File: src/rtl/stack_ptr_ctrl.sv
// Stack pointer controller driving an external up/down counter. It keeps a shadow
// pointer, refuses PUSH/POP past the stack limits and checks counter readbacks against the shadow.
module stack_ptr_ctrl #(
    parameter int               WIDTH   = 8,
    parameter logic [WIDTH-1:0] SP_INIT = {WIDTH{1'b1}}
) (
    input  logic             CK,
    input  logic             RST,
    input  logic             cmd_valid,
    input  logic [1:0]       cmd,
    input  logic [WIDTH-1:0] cmd_data,
    output logic             cmd_ready,
    output logic             LD_bar,
    output logic             UD_bar,
    output logic             CBI_bar,
    output logic             OE_bar,
    output logic [WIDTH-1:0] A,
    input  logic [WIDTH-1:0] Y,
    output logic [WIDTH-1:0] rd_data,
    output logic             rd_valid,
    output logic             err_full,
    output logic             err_empty,
    output logic             mismatch,
    output logic [WIDTH-1:0] sp
);
    typedef enum logic [1:0] {INIT, IDLE, EXEC, RDBK} state_t;

    localparam logic [1:0] CMD_LOAD = 2'b00;
    localparam logic [1:0] CMD_PUSH = 2'b01;
    localparam logic [1:0] CMD_POP  = 2'b10;
    localparam logic [1:0] CMD_READ = 2'b11;

    state_t           state_reg, state_next;
    logic [1:0]       op_reg, op_next;
    logic             rd_phase_reg, rd_phase_next;
    logic             ld_bar_reg, ld_bar_next;
    logic             ud_bar_reg, ud_bar_next;
    logic             cbi_bar_reg, cbi_bar_next;
    logic             oe_bar_reg, oe_bar_next;
    logic [WIDTH-1:0] a_reg, a_next;
    logic [WIDTH-1:0] sp_reg, sp_next;
    logic [WIDTH-1:0] rd_data_reg, rd_data_next;
    logic             rd_valid_reg, rd_valid_next;
    logic             err_full_reg, err_full_next;
    logic             err_empty_reg, err_empty_next;
    logic             mismatch_reg, mismatch_next;
    logic             cmd_ready_reg, cmd_ready_next;

    always_ff @(posedge CK) begin
        if (RST) begin
            state_reg     <= INIT;
            op_reg        <= CMD_LOAD;
            rd_phase_reg  <= 1'b0;
            ld_bar_reg    <= 1'b1;
            ud_bar_reg    <= 1'b0;
            cbi_bar_reg   <= 1'b1;
            oe_bar_reg    <= 1'b1;
            a_reg         <= '0;
            sp_reg        <= SP_INIT;
            rd_data_reg   <= '0;
            rd_valid_reg  <= 1'b0;
            err_full_reg  <= 1'b0;
            err_empty_reg <= 1'b0;
            mismatch_reg  <= 1'b0;
            cmd_ready_reg <= 1'b0;
        end else begin
            state_reg     <= state_next;
            op_reg        <= op_next;
            rd_phase_reg  <= rd_phase_next;
            ld_bar_reg    <= ld_bar_next;
            ud_bar_reg    <= ud_bar_next;
            cbi_bar_reg   <= cbi_bar_next;
            oe_bar_reg    <= oe_bar_next;
            a_reg         <= a_next;
            sp_reg        <= sp_next;
            rd_data_reg   <= rd_data_next;
            rd_valid_reg  <= rd_valid_next;
            err_full_reg  <= err_full_next;
            err_empty_reg <= err_empty_next;
            mismatch_reg  <= mismatch_next;
            cmd_ready_reg <= cmd_ready_next;
        end
    end

    // Every output is registered, so each branch computes what the counter sees next cycle.
    always_comb begin
        state_next     = state_reg;
        op_next        = op_reg;
        rd_phase_next  = 1'b0;
        ld_bar_next    = 1'b1;
        ud_bar_next    = 1'b0;
        cbi_bar_next   = 1'b1;
        oe_bar_next    = 1'b1;
        a_next         = a_reg;
        sp_next        = sp_reg;
        rd_data_next   = rd_data_reg;
        rd_valid_next  = 1'b0;
        err_full_next  = 1'b0;
        err_empty_next = 1'b0;
        mismatch_next  = mismatch_reg;
        cmd_ready_next = 1'b0;

        case (state_reg)
            INIT: begin
                // Reset leaves the load strobe idle; the first free cycle issues the SP_INIT load.
                if (ld_bar_reg) begin
                    ld_bar_next = 1'b0;
                    a_next      = SP_INIT;
                end else begin
                    state_next     = IDLE;
                    cmd_ready_next = 1'b1;
                end
            end
            IDLE: begin
                cmd_ready_next = 1'b1;
                if (cmd_valid && cmd_ready_reg) begin
                    op_next = cmd;
                    case (cmd)
                        CMD_LOAD: begin
                            state_next     = EXEC;
                            ld_bar_next    = 1'b0;
                            a_next         = cmd_data;
                            cmd_ready_next = 1'b0;
                        end
                        CMD_PUSH: begin
                            if (sp_reg == '0) begin
                                err_full_next = 1'b1;
                            end else begin
                                state_next     = EXEC;
                                cbi_bar_next   = 1'b0;
                                ud_bar_next    = 1'b1;
                                cmd_ready_next = 1'b0;
                            end
                        end
                        CMD_POP: begin
                            if (sp_reg == SP_INIT) begin
                                err_empty_next = 1'b1;
                            end else begin
                                state_next     = EXEC;
                                cbi_bar_next   = 1'b0;
                                cmd_ready_next = 1'b0;
                            end
                        end
                        default: begin
                            state_next     = RDBK;
                            oe_bar_next    = 1'b0;
                            cmd_ready_next = 1'b0;
                        end
                    endcase
                end
            end
            EXEC: begin
                state_next     = IDLE;
                cmd_ready_next = 1'b1;
                case (op_reg)
                    CMD_LOAD: sp_next = a_reg;
                    CMD_PUSH: sp_next = sp_reg - WIDTH'(1);
                    CMD_POP:  sp_next = sp_reg + WIDTH'(1);
                    default:  sp_next = sp_reg;
                endcase
            end
            RDBK: begin
                if (!rd_phase_reg) begin
                    rd_phase_next = 1'b1;
                    oe_bar_next   = 1'b0;
                end else begin
                    state_next     = IDLE;
                    cmd_ready_next = 1'b1;
                    rd_data_next   = Y;
                    rd_valid_next  = 1'b1;
                    if (Y != sp_reg) begin
                        mismatch_next = 1'b1;
                    end
                end
            end
            default: state_next = INIT;
        endcase
    end

    assign cmd_ready = cmd_ready_reg;
    assign LD_bar    = ld_bar_reg;
    assign UD_bar    = ud_bar_reg;
    assign CBI_bar   = cbi_bar_reg;
    assign OE_bar    = oe_bar_reg;
    assign A         = a_reg;
    assign rd_data   = rd_data_reg;
    assign rd_valid  = rd_valid_reg;
    assign err_full  = err_full_reg;
    assign err_empty = err_empty_reg;
    assign mismatch  = mismatch_reg;
    assign sp        = sp_reg;
endmodule

File: config.mk
export PLATFORM = sky130hd
export DESIGN_NAME = stack_ptr_ctrl
export DESIGN_NICKNAME = d
export VERILOG_FILES = /design/src/rtl/stack_ptr_ctrl.sv
export SDC_FILE = /design/constraint.sdc
export NUM_CORES = 1
export LEC_CHECK = 0
export ABC_AREA = 1
export CAP_MARGIN = 20
export CORE_MARGIN = 1
export CORE_UTILIZATION = 43
export DETAILED_ROUTE_END_ITERATION = 8
export GPL_ROUTABILITY_DRIVEN = 0
export PLACE_DENSITY = 0.83
export SYNTH_ARGS = -nofsm -noshare
export SYNTH_HDL_FRONTEND = slang
export SYNTH_SLANG_ARGS = --single-unit
File: constraint.sdc
create_clock -name CK -period 1.7 [get_ports CK]
set_input_delay 0.17 -clock CK [delete_from_list [all_inputs] [get_ports CK]]
set_output_delay 0.17 -clock CK [all_outputs]
set_load 0.01 [all_outputs]
==> flow_summary.json <==
{
  "nFillCells": 363,
  "outcome": "finished, final reports clean",
  "min_period_over_period_pct": 97.1,
  "yosysSeqAreaShare_pct": 38.2,
  "firstDrtPassIters": 4,
  "drc": 0,
  "ys_ff_latch": 38,
  "grt_pass1_vias": 1889,
  "cts_buffers": 5,
  "fp.dieArea_mm2": 0.00491,
  "numClockSinks": 38,
  "drive_gt1_share_pct": 17.6,
  "final_hold_viol_count": 0,
  "synthCells": 272,
  "worst_slack_ns": 0.0496,
  "cts_root_buf": "clkbuf_8",
  "io_pins": 54,
  "syn_area_mm2": 0.00199,
  "yosysWarnings": 0,
  "wirelength_um": 5070,
  "drt_iter0_markers": 116,
  "path_cells": "inv_2, ha_4, inv_8, ha_4, a21oi_1, nand2_1, xor2_1, o21ai_0, nand3_1",
  "die_w_um": 70.0,
  "post-dp-hpwl_um": 3670,
  "arrival_ns": 1.82,
  "most-common-layout-cells": "59 x nand2_1, 53 x clkdlybuf4s50_1, 36 x dfxtp_1",
  "grt-ovfl-total": 0,
  "final.min_clock_period_ns": 1.65,
  "critPathLaunchType": "flip-flop",
  "design_area_mm2": 0.00297,
  "path_max_fanout": 7,
  "io_buffers": 53,
  "cp.required_ns": 1.87,
  "synth.net_count": 306,
  "dp_slack_ns": -0.0833,
  "p_leak_nw": 1.22,
  "slew_headroom_pct": 71.7,
  "antennaDiodeCount": 0,
  "h-tree-depth": 2,
  "tightest_slew_ns": 0.425,
  "area_delta_synth_final_pct": 49.3,
  "antenna_found_initial": 0,
  "nets": 379,
  "path_clk_slew_ns": 0.08,
  "via_per_inst": 5.18,
  "hold_class": "flip-flop to flip-flop",
  "drv_slew": 0,
  "vias": 2061,
  "ir_drop_mv": 0.580,
  "rows": 24,
  "rsz0062_at_grt": "true",
  "final_common_cell": "nand2_1",
  "max_stage_delay_ns": 0.34,
  "crit_type": "flip-flop to flip-flop",
  "worst_path_max_delay_cell": "dfxtp_2",
  "track_usage_pct": 21.5,
  "route.detailed.wl_per_inst_um": 12.7,
  "power_density_mw_per_mm2": 789,
  "critPathCaptureType": "flip-flop",
  "max_freq_mhz": 606,
  "initial_core_util_pct": 45.1,
  "clock_path_buffers": 2,
  "skew_ns": 0.00738,
  "dpl_cell_area_mm2": 0.00270,
  "die_height_um": 70.0,
  "grt_pass1_wl_um": 8470,
  "setup_violations": 0,
  "cts_tree": "done",
  "ys_types": 33,
  "ant_nets": 0,
  "clk_latency_ns": 0.29,
  "core-area_mm2": 0.00441,
  "synth_area_per_cell_um2": 7.32,
  "drv_cap": 0,
  "grt_max_degree": 15,
  "crit_path_frequent_cell": "ha_4"
}
[per-layer routing]
layer,GRT usage [%],wire [um]
met1,26.7,2340
met5,0,0
met2,34.9,2340
met4,9.33,107
met3,5.77,281
[per-stage QoR]
step | hold slack, ns | total power [mW] | instances | utilization (%) | TNS (ns)
after detailed placement | 0.447 | 1.40 | 387 | 61.1 | -0.303
after global routing | 0.488 | 2.45 | 398 | 67.3 | -0.0232
after CTS | 0.461 | 2.35 | 395 | 65.8 | 0
after global placement | 0.446 | 1.39 | 387 | 61.1 | -0.0271
final | 0.459 | 2.35 | 398 | 67.3 | 0
after floorplan | 0.335 | 1.19 | 272 | - | 0
[where the power goes]
| part | switching, mW | internal (mW) |
|---|---|---|
| combinational | 0.202 | 0.231 |
| clock | 0.316 | 0.626 |
| sequential | 0.0379 | 0.932 |
[area by class of cell]
cell class	count	area, um^2	area share [%]
clock buffer	6	82.6	2.78
timing repair buffer	72	693	23.3
sequential	38	766	25.8
tap	52	65.1	2.19
clock inverter	2	60.1	2.02
inverter	24	100	3.37
multi-input combinational	204	1210	40.6
[repair_timing]
item | CTS | global route
buffers inserted | 0 | 3
endpoints found under the setup margin | 6 | 5
pin swaps | 0 | 3
gates cloned | 0 | 0
endpoints found under the hold margin | 0 | 0
gates resized for setup | 10 | 13
hold buffers | 0 | 0
[Yosys cell counts]
master	number	area (um^2)
o31ai_1	1	7.51
o21a_1	2	15.0
o21ai_1	2	10.0
nor2_1	30	113
inv_4	1	6.26
ha_1	12	150
nand2_2	1	6.26
buf_2	1	5.00
nand3_1	19	95.1
xnor2_1	2	17.5
nand4_1	5	31.3
xor2_1	4	35.0
clkbuf_1	4	15.0
dfxtp_1	38	761
o311ai_0	1	8.76
nor3_1	2	10.0
nand2_1	61	229
a21oi_4	1	16.3
a21o_1	1	7.51
inv_2	1	3.75
a21oi_1	30	150
o221ai_1	1	8.76
nor2_2	3	18.8
inv_1	22	82.6
nand2_4	1	11.3
fa_1	1	20.0
o21ai_0	13	65.1
or2_2	5	31.3
or2_4	1	8.76
nor2_4	2	22.5
nand3b_1	2	15.0
buf_1	1	3.75
nor3_2	1	10.0
[kinds of logic (layout without fill, tap and decap cells)]
group / after synthesis / after routing / synth area share (%)
simple gates: 133 / 133 / 30.2
compound gates: 52 / 52 / 14.5
flops: 38 / 38 / 38.2
buf+inv: 30 / 104 / 5.84
fa+ha+maj: 13 / 13 / 8.55
xor+xnor: 6 / 6 / 2.64
[worst paths after layout]
| check | start | endpoint | slack (ns) | cells after the start |
|---|---|---|---|---|
| setup reg to reg | op_reg[0]$_SDFFE_PP0P_ | sp[3]$_SDFFE_PP1P_ | 0.05 | 9 |
| setup / recovery | op_reg[0]$_SDFFE_PP0P_ | sp[3]$_SDFFE_PP1P_ | 0.05 | 9 |
| hold reg to reg | mismatch$_SDFFE_PP0P_ | mismatch$_SDFFE_PP0P_ | 0.46 | 2 |
| hold / removal | mismatch$_SDFFE_PP0P_ | mismatch$_SDFFE_PP0P_ | 0.46 | 2 |
[critical path, delay by kind of cell (launching register included)]
family	cells	cell delay (ns)
AO/OA/AOI/OAI	2	0.30
XOR/XNOR	1	0.16
adder cells (fa/ha/maj)	2	0.39
buffers and inverters	2	0.14
flip-flops	1	0.34
AND/OR/NAND/NOR	2	0.20
No activity file was read; power rests on OpenSTA's default activity.
==> RTL edit: new RTL, config.mk and constraints unchanged <==
Register the output `err_full` once more, with the module's reset; this adds one clock of latency there. The other outputs are not delayed to match.
--- a/src/rtl/stack_ptr_ctrl.sv
+++ b/src/rtl/stack_ptr_ctrl.sv
@@ -187,3 +187,9 @@
     assign rd_valid  = rd_valid_reg;
-    assign err_full  = err_full_reg;
+    always_ff @(posedge CK) begin
+        if (RST) begin
+            err_full <= '0;
+        end else begin
+            err_full <= err_full_reg;
+        end
+    end
     assign err_empty = err_empty_reg;
Behaviour: not the same (Yosys sat finds a counterexample within 10 cycles, from zero or initial values and one cycle with RST high).
==> RTL edit against the unedited design <==
  * Total power decreased by 16%
  * Setup slack lost 0.017 ns
  * Cell area shrank 2.5%
  * Synthesized area decreased by 0.82%
  * Hold slack worse by 0.034 ns
  * Synthesized cell count is 1.5% lower
  * Sequential cell count increased by 1
  * Die area is 0.80% lower
  * Routed wire length is 3.2% higher
  * Sequential share of layout area is 1.3 points higher
  * Global-route usage is 0.72 points higher
  * Clock skew grew 0.0057 ns
  * Core utilization is 1.2 points lower
==> RTL edit: results <==
<?xml version="1.0" encoding="UTF-8"?>
<metrics>
  <group name="clock_network">
    <metric name="cts_sinks" unit="">39</metric>
    <metric name="latest_clock_arrival_within_the_worst_skew_pair" unit="ns">0.31</metric>
  </group>
  <group name="outcome">
    <metric name="run_status" unit="">finished, final reports clean</metric>
  </group>
  <group name="power_and_ir_drop">
    <metric name="leakage" unit="nW">1.203</metric>
    <metric name="cellInternalPower" unit="mW">1.425</metric>
    <metric name="vdd.ir_drop.worst" unit="mV">0.5735</metric>
    <metric name="power.share.combinational" unit="">0.183</metric>
    <metric name="power.share.clock" unit="">0.321</metric>
  </group>
  <group name="layout">
    <metric name="share_of_cell_area_taken_by_multi_input_logic_gates" unit="">0.4014</metric>
    <metric name="signal_buffer_area_fraction" unit="">0.2374</metric>
    <metric name="layout.clock.cell_area_share" unit="">0.03064</metric>
    <metric name="layout.nets" unit="">377</metric>
    <metric name="layout.non_clock_inverters" unit="">28</metric>
    <metric name="drive_gt1_frac" unit="">0.1744</metric>
    <metric name="fillers" unit="">350</metric>
  </group>
  <group name="critical_path">
    <metric name="critical_path.reg2reg.endpoint" unit="">sp[7]$_SDFFE_PP1P_</metric>
    <metric name="reg2reg_depth" unit="">12</metric>
    <metric name="reg2reg_slack" unit="ns">0.03</metric>
    <metric name="r2r_start" unit="">op_reg[1]$_SDFFE_PP0P_</metric>
    <metric name="cp_slowest_stage_delay" unit="ns">0.37</metric>
    <metric name="cp.arrival" unit="ns">1.87</metric>
  </group>
  <group name="global_route">
    <metric name="largest_net_degree_at_the_start_of_global_routing" unit="">18</metric>
    <metric name="met1_global_route_usage" unit="">0.2500</metric>
    <metric name="grt_pass1_wl" unit="mm">8.507</metric>
    <metric name="global_route.usage.total" unit="">0.2221</metric>
  </group>
  <group name="synth">
    <metric name="ys_top_cells_by_count" unit="">55 x nand2_1, 39 x dfxtp_1, 31 x a21oi_1</metric>
    <metric name="netlist-cell-type-count" unit="">30</metric>
    <metric name="postSynthCellCount" unit="">268</metric>
    <metric name="syn_area_per_cell" unit="um^2">7.367</metric>
  </group>
  <group name="route">
    <metric name="vias" unit="">2029</metric>
    <metric name="post_drt_via_cell_ratio" unit="">5.124</metric>
    <metric name="met2_length" unit="mm">2.610</metric>
    <metric name="routed-wl-met3" unit="um">211</metric>
    <metric name="route.detailed.wl_per_inst" unit="um">13.20</metric>
  </group>
  <group name="placed_design">
    <metric name="placement.cell_area" unit="um^2">2680</metric>
    <metric name="place_hpwl" unit="mm">3.702</metric>
    <metric name="placedCellCount" unit="">386</metric>
    <metric name="place_worst_setup_slack" unit="ns">-0.08002</metric>
  </group>
  <group name="sta">
    <metric name="finClkSkew" unit="ns">0.01311</metric>
  </group>
  <group name="min_path">
    <metric name="worst_hold_path.endpoint" unit="">err_full$_SDFF_PP0_</metric>
  </group>
</metrics>
==> RTL edit: worst max-delay path, delay by kind of cell (launching register included) <==
family	cells	cell delay, ns
flops	1	0.37
simple gates	7	0.47
fa+ha+maj	2	0.36
compound gates	1	0.17
buf+inv	2	0.21
==> RTL edit: worst max-delay path by stage <==
stage / from / end / slack [ns] / cells past startpoint
floorplan: op_reg[0]$_SDFFE_PP0P_ / sp[6]$_SDFFE_PP1P_ / 0.002 / 10
global placement: op_reg[0]$_SDFFE_PP0P_ / sp[6]$_SDFFE_PP1P_ / -0.01 / 11
detailed placement: op_reg[0]$_SDFFE_PP0P_ / sp[6]$_SDFFE_PP1P_ / -0.08 / 11
CTS: op_reg[0]$_SDFFE_PP0P_ / sp[5]$_SDFFE_PP1P_ / 0.004 / 13
global route: op_reg[0]$_SDFFE_PP0P_ / sp[7]$_SDFFE_PP1P_ / -0.07 / 13
finish: op_reg[1]$_SDFFE_PP0P_ / sp[7]$_SDFFE_PP1P_ / 0.03 / 12
==> RTL edit: metrics by stage <==
| step | TNS, ns | power, mW |
|---|---|---|
| 2_1_floorplan | 0 | 1.163 |
| 3_3_place_gp | -0.009990 | 1.329 |
| 3_5_place_dp | -0.3293 | 1.339 |
| 4_1_cts | 0 | 1.979 |
| 5_1_grt | -0.2243 | 2.078 |
| 6_report | 0 | 1.978 |
==> RTL edit: cell families after synthesis <==
kind of cell,after synthesis,share of synthesized area
AND/OR/NAND/NOR,124,0.2833
XOR/XNOR,6,0.02662
AO/OA/AOI/OAI,52,0.1388
flip-flops,39,0.3954
adder cells (fa/ha/maj),13,0.08618
buffers and inverters,34,0.06971
==> RTL edit: timing repair <==
item	4_1_cts	5_1_grt
setup endpoints to repair	5	6
hold buffers	0	0
pin swaps	0	5
gates resized for setup	10	12
setup buffers	1	1
